--- config.mk ---
export PLATFORM = sky130hd
export DESIGN_NAME = vga_interface
export DESIGN_NICKNAME = d
export VERILOG_FILES = /design/src/rtl/vga_interface.sv
export SDC_FILE = /design/constraint.sdc
export NUM_CORES = 1
export LEC_CHECK = 0
export BUFFER_PORTS_ARGS = -buffer_cell sky130_fd_sc_hd__buf_2
export CORE_MARGIN = 4
export CORE_UTILIZATION = 52
export CTS_CLUSTER_DIAMETER = 80
export DETAILED_ROUTE_END_ITERATION = 6
export GPL_TIMING_DRIVEN = 0
export PLACE_DENSITY = 0.88
export SETUP_SLACK_MARGIN = 0.15
export SLEW_MARGIN = 20
export SYNTH_ARGS = -nofsm -noshare
export SYNTH_HDL_FRONTEND = slang
export SYNTH_SLANG_ARGS = --single-unit
--- constraint.sdc ---
create_clock -name CLK -period 2 [get_ports CLK]
set_input_delay 0.5 -clock CLK [delete_from_list [all_inputs] [get_ports CLK]]
set_output_delay 0.5 -clock CLK [all_outputs]
set_load 0.005 [all_outputs]
--- src/rtl/vga_interface.sv ---
// vga_interface: VGA sync/timing generator with a 4-CLK pixel period and registered colour/sync outputs.
module vga_interface #(
    parameter int HVIS   = 640,
    parameter int HFP    = 16,
    parameter int HSW    = 96,
    parameter int HTOTAL = 800,
    parameter int VVIS   = 480,
    parameter int VFP    = 10,
    parameter int VSW    = 2,
    parameter int VTOTAL = 525
) (
    input  logic       CLK,
    input  logic       RESET,
    input  logic [7:0] COLOUR_IN,
    output logic [9:0] ADDRH,
    output logic [8:0] ADDRV,
    output logic [7:0] COLOUR_OUT,
    output logic       HS,
    output logic       VS,
    output logic       FRAME_TICK
);
    localparam logic [9:0] H_VIS  = 10'(HVIS);
    localparam logic [9:0] H_LAST = 10'(HTOTAL - 1);
    localparam logic [9:0] HS_BEG = 10'(HVIS + HFP);
    localparam logic [9:0] HS_END = 10'(HVIS + HFP + HSW);
    localparam logic [9:0] V_VIS  = 10'(VVIS);
    localparam logic [9:0] V_LAST = 10'(VTOTAL - 1);
    localparam logic [9:0] VS_BEG = 10'(VVIS + VFP);
    localparam logic [9:0] VS_END = 10'(VVIS + VFP + VSW);

    logic [1:0] div_q, div_d;
    logic [9:0] hcnt_q, hcnt_d, vcnt_q, vcnt_d;
    logic [7:0] colour_q, colour_d;
    logic       hs_q, hs_d, vs_q, vs_d, tick_q, tick_d;
    logic       pix_en, h_end, v_end, h_vis, v_vis;

    always_comb begin
        pix_en   = div_q == 2'd3;
        h_end    = hcnt_q == H_LAST;
        v_end    = vcnt_q == V_LAST;
        h_vis    = hcnt_q < H_VIS;
        v_vis    = vcnt_q < V_VIS;
        div_d    = div_q + 2'd1;
        hcnt_d   = pix_en ? (h_end ? 10'd0 : hcnt_q + 10'd1) : hcnt_q;
        vcnt_d   = (pix_en && h_end) ? (v_end ? 10'd0 : vcnt_q + 10'd1) : vcnt_q;
        // Registered on pix_en so colour and both syncs share one pixel of latency.
        colour_d = pix_en ? ((h_vis && v_vis) ? COLOUR_IN : 8'h00) : colour_q;
        hs_d     = pix_en ? !(hcnt_q >= HS_BEG && hcnt_q < HS_END) : hs_q;
        vs_d     = pix_en ? !(vcnt_q >= VS_BEG && vcnt_q < VS_END) : vs_q;
        tick_d   = pix_en && h_end && v_end;
        ADDRH    = h_vis ? hcnt_q : 10'd0;
        ADDRV    = v_vis ? vcnt_q[8:0] : 9'd0;
    end

    always_ff @(posedge CLK) begin
        if (RESET) begin
            div_q    <= 2'd0;
            hcnt_q   <= 10'd0;
            vcnt_q   <= 10'd0;
            colour_q <= 8'h00;
            hs_q     <= 1'b1;
            vs_q     <= 1'b1;
            tick_q   <= 1'b0;
        end else begin
            div_q    <= div_d;
            hcnt_q   <= hcnt_d;
            vcnt_q   <= vcnt_d;
            colour_q <= colour_d;
            hs_q     <= hs_d;
            vs_q     <= vs_d;
            tick_q   <= tick_d;
        end
    end

    assign COLOUR_OUT = colour_q;
    assign HS         = hs_q;
    assign VS         = vs_q;
    assign FRAME_TICK = tick_q;
endmodule

Word-level counts from Yosys, hierarchy flattened
Cells that the tools add are included.
{"block": "word_totals", "register_bits": 33, "output_inout_bits": 30, "elab_cells": 31}
{"block": "op_classes", "add_sub_neg": 3, "n_lt_le_gt_ge": 6, "eq_ne": 3, "n_mux": 5, "n_reduce_logical": 7}
{"op": "10-bit 2-to-1 mux", "n": 3}
{"op": "10-bit by 1-bit adder with 10-bit output, second input constant", "n": 2}
{"op": "10-bit equality test, second input constant", "n": 2}
{"op": "10-bit < comparator, second input constant", "n": 2}
{"op": "10-bit by 9-bit < comparator with 1-bit output, second input constant", "n": 2}
{"op": "10-bit greater-or-equal comparator, second input constant", "n": 1}
{"op": "10-bit by 9-bit greater-or-equal comparator with 1-bit output, second input constant", "n": 1}
{"op": "9-bit 2-to-1 mux", "n": 1}
{"op": "8-bit 2-to-1 mux", "n": 1}
{"op": "1-bit logical AND", "n": 5}
{"op": "2-bit by 1-bit adder with 2-bit output, second input constant", "n": 1}
{"op": "2-bit equality test, second input constant", "n": 1}
{"op": "1-bit zero test", "n": 2}

Longest topological paths before layout
Gate-level depths: netlist of the first run.
{"block": "depth", "word_depth": 3, "depth_mapped": 7, "ltp_nobuf": 5}

Worst setup path after synthesis of the first run
OpenSTA, ideal clock, no wires.
{"block": "synth_timing", "path_type": "reg-to-reg", "startpoint": "register div_q[0]", "endpoint": "register vcnt_q[3]", "setup_ns": 0.070, "t_arrival_ns": 1.575, "t_required_ns": 1.930, "path_slack_ns": 0.355, "path_stages_with_launch": 8, "synth_period_minus_slack_ns": 1.645, "path_cell_list": "dfxtp_1 ha_1 and4_1 buf_4 nand4_2 buf_6 or3_1 a21oi_1"}
{"block": "synth_between", "elab_chain_cells": 2}
{"item": "start, declared", "line": "31", "text": "logic [1:0] div_q, div_d;"}
{"item": "start signal, assigned", "line": "65", "text": "div_q <= div_d;"}
{"item": "2-bit equality test", "line": "38", "text": "pix_en = div_q == 2'd3;"}
{"item": "1-bit logical AND", "line": "45", "text": "vcnt_d = (pix_en && h_end) ? (v_end ? 10'd0 : vcnt_q + 10'd1) : vcnt_q;"}
{"item": "end signal, assigned", "line": "67", "text": "vcnt_q <= vcnt_d;"}
{"item": "end, declared", "line": "32", "text": "logic [9:0] hcnt_q, hcnt_d, vcnt_q, vcnt_d;"}
Every way passes these cells.
A chain may end at the register's enable or synchronous reset.

Worst setup path in the final report of the first run
{"block": "layout_timing", "startpoint": "register vcnt_q[5]", "endpoint": "output port ADDRV[8]"}
{"block": "layout_between", "elab_chain_cells": 2}
{"item": "10-bit by 9-bit < comparator with 1-bit output", "line": "42", "text": "v_vis = vcnt_q < V_VIS;"}
{"item": "9-bit 2-to-1 mux", "line": "52", "text": "ADDRV = v_vis ? vcnt_q[8:0] : 9'd0;"}
{"item": "end, declared", "line": "16", "text": "output logic [8:0] ADDRV,"}
Every way passes these cells.

==> results.yml, run 1 <==
floorplanning:
  num_rows: 20
  die_x_um: 64.4
  start_util_pct: 54.3
  dieArea_mm2: 0.00415
  design.core.area_mm2: 0.00305
  die_height_um: 64.4
  ios: 40
pwr:
  power_density_mw_per_mm2: 568
  ir_worst_vdd_uv: 251
  p_leak_nw: 0.960
routing:
  antenna_left: 0
  drtPass1Iterations: 4
  drt_drc_violations_left: 0
  drt_iter0_drc: 147
  vias: 1582
  routed_wl_um: 4270
  wl_per_cell_um: 14.5
  vias_per_cell: 5.36
global_routing:
  grt_use_total_pct: 18.8
  grt_antenna_before_repair: 0
  grt_pass1_wl_um: 6200
  grt.overflow.total: 0
  grt_max_degree: 12
  grt_pass1_vias: 1451
placed_design:
  place_congestion: 0.765
  dp_cells: 277
  hpwlAfterDp_um: 2560
  port_buffers: 38
cts:
  holdBufCountCts: 0
  clockBufferDepth: 2
  path_clk_slew_ns: 0.11
  clk_latency_ns: 0.34
  htree_levels: 2
  clock-sinks: 33
  cts_tree: "done"
  cts_buffers: 5
  root_buffer: "clkbuf_4"
sta:
  worstMarginPinSlew_ns: 0.460
  fmax_ghz: 0.523
  finalMaxSlewViolations: 0
  skew_ns: 0.00339
  rsz0062_at_grt: "yes"
  slew_headroom_pct: 68.9
  hold_viol_final: 0
  min_period_over_period_pct: 95.6
  period_minus_slack_ns: 1.91
  finalSetupViolations: 0
  fin_tns_setup_ns: 0
synth:
  synth_compound_area_share_pct: 9.21
  ys_warn_count: 0
  netlist_area_mm2: 0.00166
  yosysUniqueCellTypes: 38
  synth_top_family_by_area: "simple AND/OR/NAND/NOR gates"
  synth_mux_area_share_pct: 0.604
  synthXorXnorAreaFrac_pct: 5.82
  ys_ff_latch: 33
  synth_edf_count: 0
  seq_area_frac_synth_pct: 39.9
  syn_avg_cell_area_um2: 8.50
  synth_ff_type: "dfxtp_1"
  synthSimpleGateAreaFrac_pct: 35.1
  synth_nets: 210
  synthAdderAreaFrac_pct: 3.78
  async_flop_share_pct: 0
  syn-instance-count: 195
layout:
  num_antenna_cells: 0
  nNetsFinal: 265
  drive_above_1_share_pct: 38.2
  final_cell_mix: "buf_2 (30), dfxtp_1 (24), nor2_1 (24)"
  syn2layout_area_growth_pct: 35.7
  instances_no_fill: 295
  final_common_cell: "buf_2"
setup_path:
  crit_chain: "buf_6, a41oi_4, buf_6, and2_4, buf_6"
  rr_startpoint: "hcnt_q[0]"
  r2r_slack_ns: 0.20
  crit_fanout: 4
  cp_common_cell: "buf_6"
  r2r-end: "vcnt_q[9]"
  reg2reg_depth: 6
  cpMaxStageDelayCell: "dfxtp_2"
  crit_arrival_ns: 1.41
  path_class: "register to primary output"
  cp.required_ns: 1.50
  slowest_delay_ns: 0.34
  start_kind: "register"
  endpoint_kind: "primary output"
min_path:
  min_to: "COLOUR_OUT[1]"
  hold_start: "COLOUR_IN[1]"
  hp-class: "primary input to register"
  holdPathStages: 3
run:
  maxCapViolCount: 0
outcome:
  status: "finished, final reports clean"
[worst max-delay path: cells and delay by family, from the launching register on]
family,cells,cell delay [ns]
DFF,1,0.34
and+or+nand+nor,1,0.14
buffers and inverters,3,0.36
AOI/OAI and AO/OA,1,0.23
[cells in the mapped netlist (4+ instances only)]
master	instances	share of area, %
and2_1	16	6.0
nand4_1	6	2.3
clkbuf_1	5	1.1
dfxtp_1	33	40
xnor2_1	6	3.2
nand2_1	8	1.8
nor2b_1	7	2.6
ha_1	5	3.8
a21oi_1	17	5.1
inv_1	5	1.1
o21ai_0	7	2.1
buf_2	4	1.2
and2b_1	4	1.8
nor2_1	24	5.4
xor2_1	5	2.6
nand3_1	6	1.8
or3_1	6	2.3
[logic make-up (layout without fill, tap and decap cells)]
family | count (synthesis) | count (layout)
adder cells (fa/ha/maj) | 5 | 5
buffers and inverters | 18 | 74
AO/OA/AOI/OAI | 28 | 28
AND/OR/NAND/NOR | 99 | 99
flip-flops | 33 | 33
XOR/XNOR | 11 | 11
multiplexers | 1 | 1
[metal layers]
metal	vias up	global-route usage, %	routed length (µm)
met1	755	21.3	1770
met2	42	33.4	2200
met4	0	6.86	106
li1	773	-	-
met5	-	0	0
met3	12	5.20	185
[report_power, final]
part,total [mW],internal [mW],leakage (nW),switching (mW)
Combinational,0.0618,0.0302,0.644,0.0316
Clock,0.540,0.297,0.0445,0.243
Sequential,0.675,0.668,0.271,0.00710
Total,1.28,0.995,0.960,0.282
[cell type report]
| type | instances | area (µm²) |
|---|---|---|
| Clock buffer | 6 | 51.3 |
| Sequential cell | 33 | 672 |
| Clock inverter | 2 | 37.5 |
| Tap cell | 44 | 55.1 |
| Multi-Input combinational cell | 144 | 978 |
| Fill cell | 222 | 805 |
| Timing Repair Buffer | 48 | 342 |
| Inverter | 5 | 18.8 |
| Buffer | 13 | 93.8 |
[registers in the layout, summed over array words and instances (netlist names)]
signal      cells
HS              1
hcnt_q         10
div_q           2
FRAME_TICK      1
COLOUR_OUT      8
VS              1
vcnt_q         10
[worst max-delay path by stage]
stage | start | end | slack, ns
after global routing | vcnt_q[5] | ADDRV[8] | 0.01
final | vcnt_q[5] | ADDRV[8] | 0.09
after CTS | vcnt_q[5] | ADDRV[0] | 0.14
after global placement | hcnt_q[7] | ADDRH[6] | 0.13
after floorplan | div_q[0] | vcnt_q[3] | 0.35
after detailed placement | hcnt_q[7] | ADDRH[3] | 0.10
[repair_timing]
action,CTS,global route
setup endpoints to repair,26,26
hold endpoints to repair,0,0
resized for setup,12,42
pin swaps,1,5
setup buffers,1,9
[metrics by stage]
step | hold WS (ns) | utilization (%) | worst slack [ns] | instance area (µm²) | total power [mW]
after global placement | 0.409 | 62.3 | 0.130 | 1900 | 0.745
after detailed placement | 0.417 | 62.3 | 0.104 | 1900 | 0.747
final | 0.374 | 73.6 | 0.0871 | 2250 | 1.28
after floorplan | 0.399 | - | 0.355 | 1660 | 0.723
after global routing | 0.381 | 73.6 | 0.0119 | 2250 | 1.31
after CTS | 0.373 | 66.8 | 0.139 | 2040 | 1.28
Power figures use the tool's default switching activity.
==> inputs of run 2 (changes only) <==
CORE_ASPECT_RATIO = 0.6   (was unset)
CORE_UTILIZATION = 47   (was 52)
PLACE_DENSITY = 0.84   (was 0.88)
clock period = 1.6 ns   (was 2 ns; I/O delays follow)
==> results.yml, run 2 (synthesis results as in run 1) <==
outcome:
  status: "finished with violations"
  violations: "negative setup slack"
layout:
  drive_above_1_share_pct: 53.0
  num_antenna_cells: 0
  nNetsFinal: 280
  instances_no_fill: 311
  final_cell_mix: "buf_2 (36), buf_4 (20), dfxtp_1 (18), nor2_1 (18), buf_6 (15)"
  final_common_cell: "buf_2"
  syn2layout_area_growth_pct: 55.5
  fillers: 190
global_routing:
  grt_pass1_vias: 1523
  grt_use_total_pct: 21.3
  grt_max_degree: 14
  grt_pass1_wl_um: 7510
  grt.overflow.total: 0
  grt_antenna_before_repair: 0
setup_path:
  r2r-end: "vcnt_q[8]"
  crit_chain: "ha_4, and4_1, buf_6, nand4_1, or3_1, a21oi_2"
  cpMaxStageDelayCell: "or3_1"
  path_class: "register to register"
  crit_end: "vcnt_q[8]"
  crit_arrival_ns: 1.94
  cp.required_ns: 1.83
  start_kind: "register"
  crit_fanout: 5
  r2r_slack_ns: -0.12
  reg2reg_depth: 6
  rr_startpoint: "div_q[0]"
  endpoint_kind: "register"
  critPathLaunch: "div_q[0]"
  slowest_delay_ns: 0.44
sta:
  finalSetupViolations: 33
  rsz0062_at_grt: "yes"
  period_minus_slack_ns: 1.72
  hold_viol_final: 0
  slew_headroom_pct: 67.0
  fmax_ghz: 0.583
  worstMarginPinSlew_ns: 0.489
  finalMaxSlewViolations: 0
  skew_ns: 0.00942
  min_period_over_period_pct: 107
  postLayoutSetupSlackWorst_ns: -0.115
pwr:
  power_density_mw_per_mm2: 616
  p_leak_nw: 1.06
  p_total_mw: 1.59
  ir_worst_vdd_uv: 495
cts:
  clockBufferDepth: 2
  cts_buffers: 5
  path_clk_slew_ns: 0.07
  holdBufCountCts: 0
  root_buffer: "clkbuf_8"
  cts_tree: "done"
  htree_levels: 2
  clk_latency_ns: 0.29
  clock-sinks: 33
floorplanning:
  design.core.area_mm2: 0.00332
  ios: 40
  start_util_pct: 49.8
  dieArea_mm2: 0.00457
  die_height_um: 54.0
  num_rows: 16
  die_x_um: 84.6
routing:
  antenna_left: 0
  met2_length_um: 2730
  drt_iter0_drc: 150
  vias_per_cell: 5.94
  wl_met3_um: 531
  drt_drc_violations_left: 0
  drtPass1Iterations: 4
  wl_met1_um: 2380
  vias: 1846
  wl_per_cell_um: 19.0
  routed_wl_um: 5910
  topRoutingLayerUsed: "met4"
placed_design:
  place_congestion: 0.774
  pre_cts_slack_ns: -0.157
  port_buffers: 38
  hpwlAfterDp_um: 2640
  dp_cells: 278
run:
  maxCapViolCount: 0
min_path:
  hold_start: "COLOUR_IN[1]"
  hp-class: "primary input to register"
==> run 2: what timing repair did <==
item                                    CTS  global route
setup buffers                            13            10
endpoints found under the setup margin   43            46
pin swaps                                10            28
cloned                                    3             0
resized for setup                        46            43
==> run 2: cell type report <==
cell class | instances | area [µm²] | area share, %
clock buffer | 6 | 72.6 | 2.82
inverter | 5 | 18.8 | 0.729
buffer | 12 | 118 | 4.57
sequential | 33 | 687 | 26.7
multi-input combinational | 145 | 1190 | 46.4
timing repair buffer | 63 | 419 | 16.3
tap | 45 | 56.3 | 2.19
clock inverter | 2 | 10.0 | 0.389
==> run 2: power by group <==
part           internal (mW)  total (mW)  switching, mW
Clock                  0.301       0.619          0.317
Combinational         0.0621       0.129         0.0666
Sequential             0.830       0.839        0.00901
Total                   1.19        1.59          0.393
==> run 2: metrics by stage <==
step	setup TNS [ns]	cell area [µm²]	hold slack, ns	utilization, %
CTS	-0.0881	2330	0.333	70.3
global route	-3.00	2580	0.359	77.5
floorplan	0	1710	0.408	-
global placement	-2.98	1960	0.414	59.0
detailed placement	-3.37	1960	0.434	59.0
finish	-1.73	2580	0.333	77.5
==> run 2: routing by layer <==
layer  global-route usage (%)  up-vias
met4                     7.37        0
li1                         -      806
met5                        0        -
met2                     34.9      115
met3                     5.66       33
met1                     27.5      892
==> run 2: how the worst min path moves through the flow <==
stage / end / slack, ns / depth (start not counted)
floorplan: div_q[0] / 0.41 / 1
finish: COLOUR_OUT[1] / 0.33 / 3
detailed placement: div_q[0] / 0.43 / 1
global placement: div_q[0] / 0.41 / 1
CTS: COLOUR_OUT[1] / 0.33 / 3
global route: COLOUR_OUT[1] / 0.36 / 3
==> run 2: critical path: cells and delay by family (launching register included) <==
family          cells  cell delay (ns)
compound gates      1             0.13
fa+ha+maj           1             0.17
buf+inv             1             0.13
flops               1             0.36
simple gates        3             0.86
==> inputs of run 3 (changes only) <==
MAX_ROUTING_LAYER = met4   (was unset)
==> results.yml, run 3 (synthesis results as in run 1) <==
pwr:
  p_int_mw: 1.19
  clkPwrFrac_pct: 39.2
  p_sw_mw: 0.397
  ir_worst_vdd_uv: 495
  power_density_mw_per_mm2: 618
  p_sw_share_pct: 25.0
  p_comb_share_pct: 8.1
  p_total_mw: 1.59
  p_leak_nw: 1.06
  p_seq_share_pct: 52.7
global_routing:
  grt_pass1_vias: 1520
  grt_use_total_pct: 21.9
  grt_pass1_wl_um: 7530
  grt_antenna_before_repair: 0
  grt_max_degree: 14
  grt.overflow.total: 0
sta:
  postLayoutSetupSlackWorst_ns: -0.111
  holdWs_ns: 0.332
  fin_tns_setup_ns: -1.51
  skew_ns: 0.00908
  period_minus_slack_ns: 1.71
  min_period_over_period_pct: 107
  worstMarginPinSlew_ns: 0.489
  fmax_ghz: 0.584
  slew_headroom_pct: 66.9
  rsz0062_at_grt: "yes"
  finalMaxSlewViolations: 0
  hold_viol_final: 0
  finalSetupViolations: 33
placed_design:
  hpwlAfterDp_um: 2640
  port_buffers: 38
  place_congestion: 0.784
  dp_cells: 278
  placed_area_mm2: 0.00196
  pre_cts_slack_ns: -0.157
routing:
  wl_per_cell_um: 18.8
  routed_wl_um: 5840
  drtPass1Iterations: 4
  antenna_left: 0
  vias: 1845
  drt_iter0_drc: 157
  drt_drc_violations_left: 0
  vias_per_cell: 5.93
layout:
  nNetsFinal: 280
  final_common_cell: "buf_2"
  instances_no_fill: 311
  drive_above_1_share_pct: 53.0
  fin_util_pct: 77.5
  num_antenna_cells: 0
  fin_area_mm2: 0.00258
  final_cell_mix: "buf_2 (36), buf_4 (20), dfxtp_1 (18), nor2_1 (18), buf_6 (15)"
  syn2layout_area_growth_pct: 55.5
floorplanning:
  die_x_um: 84.6
  ios: 40
  design.core.area_mm2: 0.00332
  num_rows: 16
  start_util_pct: 49.8
  dieArea_mm2: 0.00457
  die_height_um: 54.0
cts:
  clk_latency_ns: 0.29
  htree_levels: 2
  clock-sinks: 33
  path_clk_slew_ns: 0.07
  root_buffer: "clkbuf_8"
  cts_tree: "done"
  clockBufferDepth: 2
  cts_buffers: 5
outcome:
  status: "finished with violations"
  violations: "negative setup slack"
setup_path:
  rr_startpoint: "div_q[0]"
  cp.required_ns: 1.83
  crit_fanout: 5
  endpoint_kind: "register"
  path_class: "register to register"
  start_kind: "register"
  r2r_slack_ns: -0.11
  critPathLaunch: "div_q[0]"
  crit_arrival_ns: 1.94
min_path:
  hold_start: "COLOUR_IN[1]"
  hp-class: "primary input to register"
run:
  maxCapViolCount: 0
[run 3: layout make-up]
cell class	count	area, µm²
multi-input combinational	145	1190
fill	190	747
sequential	33	687
timing repair buffer	63	419
buffer	12	118
clock buffer	6	72.6
tap	45	56.3
inverter	5	18.8
clock inverter	2	10.0
[run 3: worst paths after layout]
path / endpoint / cells after the start
worst min register to register: div_q[0] / 1
worst max-delay path: vcnt_q[8] / 6
worst min-delay path: COLOUR_OUT[1] / 3
worst max register to register: vcnt_q[8] / 6
[run 3: power by group through the flow]
stage               clock network (mW)  logic (mW)  registers (mW)
floorplan                            0      0.0500           0.863
global route                     0.646       0.139           0.839
global placement                     0      0.0785           0.863
detailed placement                   0      0.0803           0.863
finish                           0.624       0.128           0.839
CTS                              0.611       0.104           0.839
[run 3: timing repair]
action,in CTS,in global routing
hold endpoints to repair,0,0
endpoints found under the setup margin,43,46
pin swaps,10,28
cloned,3,0
hold buffers,0,0
gates resized for setup,46,43
setup buffers,13,10
[run 3: critical path, stage by stage (launching register included)]
cell     delay [ns]
dfxtp_2        0.36
ha_4           0.17
and4_1         0.20
buf_6          0.13
nand4_1        0.22
or3_1          0.44
a21oi_2        0.13
[run 3: per-layer routing]
layer | GRT usage, % | up-vias | share of wire, %
met5 | - | - | 0
met4 | 7.37 | 0 | 4.9
met3 | 5.66 | 34 | 9.8
met2 | 34.9 | 122 | 46
met1 | 27.5 | 886 | 39
li1 | - | 803 | -
